$ cat src/rtl/ap_eval_pkg.sv
// rtl/ap_eval_pkg.sv - shared state encoding and sizing for the approximate multiplier error harness
package ap_eval_pkg;

  // default operand width and the sweep geometry it implies
  localparam int DW_DEF    = 8;
  localparam int PW        = 2 * DW_DEF;
  localparam int SWEEP_LEN = 1 << PW;

  // cycles spent after the last pair so it clears stages E and A
  localparam int DRAIN_CYC = 2;

  typedef enum logic [1:0] {
    IDLE,
    SWEEP,
    DRAIN,
    DONE
  } state_t;

endpackage

$ cat src/rtl/ap_err_eval_acc.sv
// rtl/ap_err_eval_acc.sv - stage A: absolute error and error statistics accumulation
module ap_err_eval_acc #(
  parameter int PW    = 16,
  parameter int SUM_W = 32,
  parameter int CNT_W = 17
) (
  input  logic             clk,
  input  logic             rst,
  input  logic             clr,
  input  logic             v_e,
  input  logic [PW-1:0]    approx,
  input  logic [PW-1:0]    exact,
  output logic [CNT_W-1:0] err_cnt,
  output logic [SUM_W-1:0] sum_ed,
  output logic [PW-1:0]    max_ed
);

  logic [PW-1:0] ed;

  // magnitude of the error; compare first so the subtract never wraps
  always_comb begin
    ed = '0;
    if (approx >= exact) ed = approx - exact;
    else                 ed = exact - approx;
  end

  // accumulate statistics for each valid captured pair; clear on sweep start
  always_ff @(posedge clk or posedge rst) begin
    if (rst) begin
      err_cnt <= '0;
      sum_ed  <= '0;
      max_ed  <= '0;
    end else if (clr) begin
      err_cnt <= '0;
      sum_ed  <= '0;
      max_ed  <= '0;
    end else if (v_e) begin
      err_cnt <= err_cnt + {{(CNT_W-1){1'b0}}, (ed != '0)};
      sum_ed  <= sum_ed + {{(SUM_W-PW){1'b0}}, ed};
      if (ed > max_ed) max_ed <= ed;
    end
  end

endmodule

$ cat src/rtl/ap_err_eval_8b.sv
// rtl/ap_err_eval_8b.sv - exhaustive operand sweep and error scoring of an external approximate multiplier
module ap_err_eval_8b
  import ap_eval_pkg::*;
#(
  parameter int DW    = DW_DEF,
  parameter int SUM_W = 32,
  parameter int CNT_W = 17
) (
  input  logic              clk,
  input  logic              rst,
  input  logic              start,
  output logic [DW-1:0]     muld_o,
  output logic [DW-1:0]     mulr_o,
  input  logic [2*DW-1:0]   res_i,
  output logic              busy,
  output logic              done,
  output logic [CNT_W-1:0]  err_cnt,
  output logic [SUM_W-1:0]  sum_ed,
  output logic [2*DW-1:0]   max_ed
);

  localparam int PWD = 2 * DW;

  state_t         state, state_nx;
  logic           load;
  logic [PWD-1:0] idx;
  logic [1:0]     dcnt;
  logic           v_e;
  logic [PWD-1:0] approx_e;
  logic [PWD-1:0] exact_e;

  assign muld_o = idx[DW-1:0];
  assign mulr_o = idx[PWD-1:DW];
  assign busy   = (state == SWEEP) || (state == DRAIN);
  assign done   = (state == DONE);

  // next-state decode; start is honoured only while idle or finished
  always_comb begin
    state_nx = state;
    load     = 1'b0;
    case (state)
      IDLE, DONE: begin
        if (start) begin
          load     = 1'b1;
          state_nx = SWEEP;
        end
      end
      SWEEP:   if (idx == {PWD{1'b1}}) state_nx = DRAIN;
      DRAIN:   if (dcnt == 2'(DRAIN_CYC - 1)) state_nx = DONE;
      default: state_nx = IDLE;
    endcase
  end

  // state register
  always_ff @(posedge clk or posedge rst) begin
    if (rst) state <= IDLE;
    else     state <= state_nx;
  end

  // operand index advances each sweep cycle and holds on the last pair; drain cycle counter
  always_ff @(posedge clk or posedge rst) begin
    if (rst) begin
      idx  <= '0;
      dcnt <= '0;
    end else begin
      if (load)                                     idx <= '0;
      else if (state == SWEEP && state_nx == SWEEP) idx <= idx + 1'b1;
      if (state == DRAIN) dcnt <= dcnt + 2'd1;
      else                dcnt <= '0;
    end
  end

  // stage E: capture the returned product alongside the exact reference
  always_ff @(posedge clk or posedge rst) begin
    if (rst) begin
      v_e      <= 1'b0;
      approx_e <= '0;
      exact_e  <= '0;
    end else begin
      v_e      <= (state == SWEEP);
      approx_e <= res_i;
      exact_e  <= {{DW{1'b0}}, muld_o} * {{DW{1'b0}}, mulr_o};
    end
  end

  ap_err_eval_acc #(
    .PW    (PWD),
    .SUM_W (SUM_W),
    .CNT_W (CNT_W)
  ) u_acc (
    .clk     (clk),
    .rst     (rst),
    .clr     (load),
    .v_e     (v_e),
    .approx  (approx_e),
    .exact   (exact_e),
    .err_cnt (err_cnt),
    .sum_ed  (sum_ed),
    .max_ed  (max_ed)
  );

endmodule
$ cat config.mk
export PLATFORM = sky130hd
export DESIGN_NAME = ap_err_eval_8b
export DESIGN_NICKNAME = d
export VERILOG_FILES = /design/src/rtl/ap_eval_pkg.sv /design/src/rtl/ap_err_eval_acc.sv /design/src/rtl/ap_err_eval_8b.sv
export SDC_FILE = /design/constraint.sdc
export NUM_CORES = 1
export LEC_CHECK = 0
export BUFFER_PORTS_ARGS = -buffer_cell sky130_fd_sc_hd__buf_2
export CAP_MARGIN = 30
export CORE_MARGIN = 4
export CORE_UTILIZATION = 30
export CTS_CLUSTER_SIZE = 14
export DETAILED_ROUTE_END_ITERATION = 8
export GPL_TIMING_DRIVEN = 0
export REMOVE_ABC_BUFFERS = 1
export SLEW_MARGIN = 20
export SYNTH_ARGS = -nofsm -noshare
export SYNTH_HDL_FRONTEND = slang
export SYNTH_SLANG_ARGS = --single-unit
$ cat constraint.sdc
create_clock -name clk -period 5.4 [get_ports clk]
set_input_delay 0.81 -clock clk [delete_from_list [all_inputs] [get_ports clk]]
set_output_delay 0.81 -clock clk [all_outputs]
set_load 0.005 [all_outputs]
==> out/metrics.csv <==
metric,value,unit
fp.dieW,186,µm
ant_nets,0,
routedWlPerCell,14.9,µm
status,completed,
clk_root_buffer_cell,clkbuf_16,
place_inst,1505,
routabilityCongestion,0.901,
p_leak,5.74,nW
seq_area_frac_synth,0.310,
synth_top_area_cell,dfrtp_1,
vias,7487,
period_share,0.913,
startpoint_type,register,
cp_data_arrival_time,5.24,ns
grt_pass1_wl,38.0,mm
multi_input_area,6010,µm²
netlist_instances,1049,
h-tree-depth,4,
drt_iter0_drc,411,
cts_hold_buffers,0,
fill_cells,3170,
critPathMaxStageDelay,0.51,ns
path_cells,inv_1 > ha_1 > a21o_1 > o21bai_1 > a2111oi_2 > or2_4 > mux2i_1 > xor2_2 > buf_4 > ha_1 > a21o_1 > o211ai_1 > a21oi_1 > o41ai_4 > o21ai_2 > o211ai_1 > nor3_1 > or2_2,
layout-drive-gt1-share,0.136,
synthesis.area,9530,µm²
drt-total-wl,23.0,mm
power.density,373,nW/µm²
antenna_found_initial,2,
pin_count,102,
yosys-top-cells-area,"dfrtp_1 31%, ha_1 14%, fa_1 8.2%, inv_1 4.7%, xor2_1 4.3%",
cts_sinks,118,
holdCritPathClass,in2async,
layout_min_cycle_time,4.93,ns
n_antenna_cell,0,
layout.cells.non_filler,1539,
clk_pin_slew,0.06,ns
rsz0062_at_grt,no,
dp.final_hpwl,17.1,mm
peakVddDrop,0.210,mV
area_delta_synth_final,16.9,%
coreArea,31000,µm²
cp_slowest_cell,a2111oi_2,
cp-end-kind,register,
synth_warnings,0,
critPathKind,reg2reg,
synth_enable_flop_cells,0,
start_util,0.308,
finish.net_count,1298,
dr.pass1.iters,5,
numPortBuffers,101,
insertion_delay,0.43,ns
syn_avg_cell_area,9.09,µm²
maxSlewViolCount,0,
synth_top_area_share,0.310,
timing.fmax,203,MHz
cts_made_buffers,17,
synth_flop_cell,dfrtp_1,
rows,64,
critPathMaxFanout,12,
clock_skew,0.0109,ns
vias_per_cell,4.86,
grt.overflow.total,0,
tritoncts,done,
route.detailed.drc,0,
async_reset_ff_frac,1.00,
clk_path_buf_depth,2,
register_area,2950,µm²
worstMarginPinSlew,0.590,ns
p_total,0.00415,W
drv_cap,0,
layout_commonest_cell,inv_1,
hold_viol,0,
required,5.71,ns
fp.dieArea,34700,µm²
grt_max_degree,65,
die_h,186,µm
relSlewSlack,0.607,
synth_seq_cells,118,
grt_pass1_vias,7433,
track_usage,0.135,
final-setup-viol-count,0,
synthDistinctLibCells,58,
post-route-util,0.360,
layout_common_cells,"119 x inv_1, 117 x dfrtp_1, 110 x ha_1, 104 x nor2_1, 101 x buf_2",
[stage by stage]
stage / instance area, µm² / hold WS, ns / TNS, ns / setup slack [ns]
2_1_floorplan: 9340 / 0.409 / 0 / 0.639
6_report: 11100 / 0.390 / 0 / 0.468
4_1_cts: 11100 / 0.389 / 0 / 0.00951
3_3_place_gp: 10300 / 0.424 / -50.81 / -0.794
5_1_grt: 11100 / 0.409 / 0 / 0.0669
3_5_place_dp: 10400 / 0.430 / -5.26 / -0.597
[per-layer routing]
metal / GRT usage / vias up / part of all wire
met1: 0.184 / 3583 / 0.48
met3: 0.0340 / 34 / 0.051
met5: 0 / - / 0.0015
met2: 0.216 / 179 / 0.45
li1: - / 3687 / -
met4: 0.0358 / 4 / 0.016
[repair_timing]
item | 4_1_cts | 5_1_grt
setup buffers | 0 | 1
cloned | 0 | 0
setup endpoints to repair | 18 | 22
gates resized for setup | 5 | 9
[cell type report]
class / count / share of cell area
clock buffer: 19 / 0.0397
clock inverter: 13 / 0.0162
inverter: 120 / 0.0411
multi-input combinational: 767 / 0.540
sequential: 118 / 0.265
tap: 396 / 0.0445
timing repair buffer: 106 / 0.0538
[where the power goes]
part	total, W	internal (W)	leakage (nW)	switching, W
Clock	0.00122	0.000781	0.299	0.000434
Sequential	0.00128	0.00109	1.46	0.000190
Combinational	0.00166	0.000754	3.98	0.000906
[flip-flops by register name, summed over array words and instances, names as in the netlist]
register       flops
u_acc.err_cnt     17
exact_e           16
idx               16
v_e                1
u_acc.max_ed      16
dcnt               2
state              2
u_acc.sum_ed      32
approx_e          16
[kinds of logic (layout without fill, tap and decap cells)]
group                    after synthesis  in the layout  synth area share
XOR/XNOR                              73             73            0.0671
AO/OA/AOI/OAI                        154            154             0.105
flip-flops                           118            118             0.310
multiplexers                          42             42            0.0444
buffers and inverters                164            258            0.0677
adder cells (fa/ha/maj)              149            149             0.226
AND/OR/NAND/NOR                      349            349             0.180
[synthesized netlist by cell type (10+ instances only)]
cell type and count:
a21o_1 28, nand2_1 75, fa_1 39, nor3_1 15, xnor2_1 26, and3_1 12
nor2_1 105, nand4_1 22, nand3_1 31, clkbuf_1 30, xor2_1 47, ha_1 110
and2_1 38, a21oi_1 39, mux2i_1 40, dfrtp_1 118, nor2b_1 10, nand2b_1 13
o21ai_0 36, inv_1 120
[worst paths after layout]
check	cells after the start	slack, ns	startpoint	to
max	18	0.47	approx_e[11]$_DFF_PP0_	u_acc.sum_ed[26]$_DFFE_PP0P_
max reg2reg	18	0.47	approx_e[11]$_DFF_PP0_	u_acc.sum_ed[26]$_DFFE_PP0P_
max in group asynchronous	3	4.32	rst	u_acc.max_ed[8]$_DFFE_PP0P_
min reg2reg	1	0.44	dcnt[0]$_DFF_PP0_	dcnt[0]$_DFF_PP0_
min	2	0.39	rst	u_acc.sum_ed[16]$_DFFE_PP0P_
min in group clk	1	0.44	dcnt[0]$_DFF_PP0_	dcnt[0]$_DFF_PP0_
[worst max-delay path: cells and delay by family (launching register included)]
| family | cells | cell delay [ns] |
|---|---|---|
| AO/OA/AOI/OAI | 9 | 2.46 |
| XOR/XNOR | 1 | 0.09 |
| adder cells (fa/ha/maj) | 2 | 0.77 |
| buffers and inverters | 2 | 0.21 |
| flip-flops | 1 | 0.34 |
| multiplexers | 1 | 0.29 |
| AND/OR/NAND/NOR | 3 | 0.65 |
No activity file was read; power rests on OpenSTA's default activity.
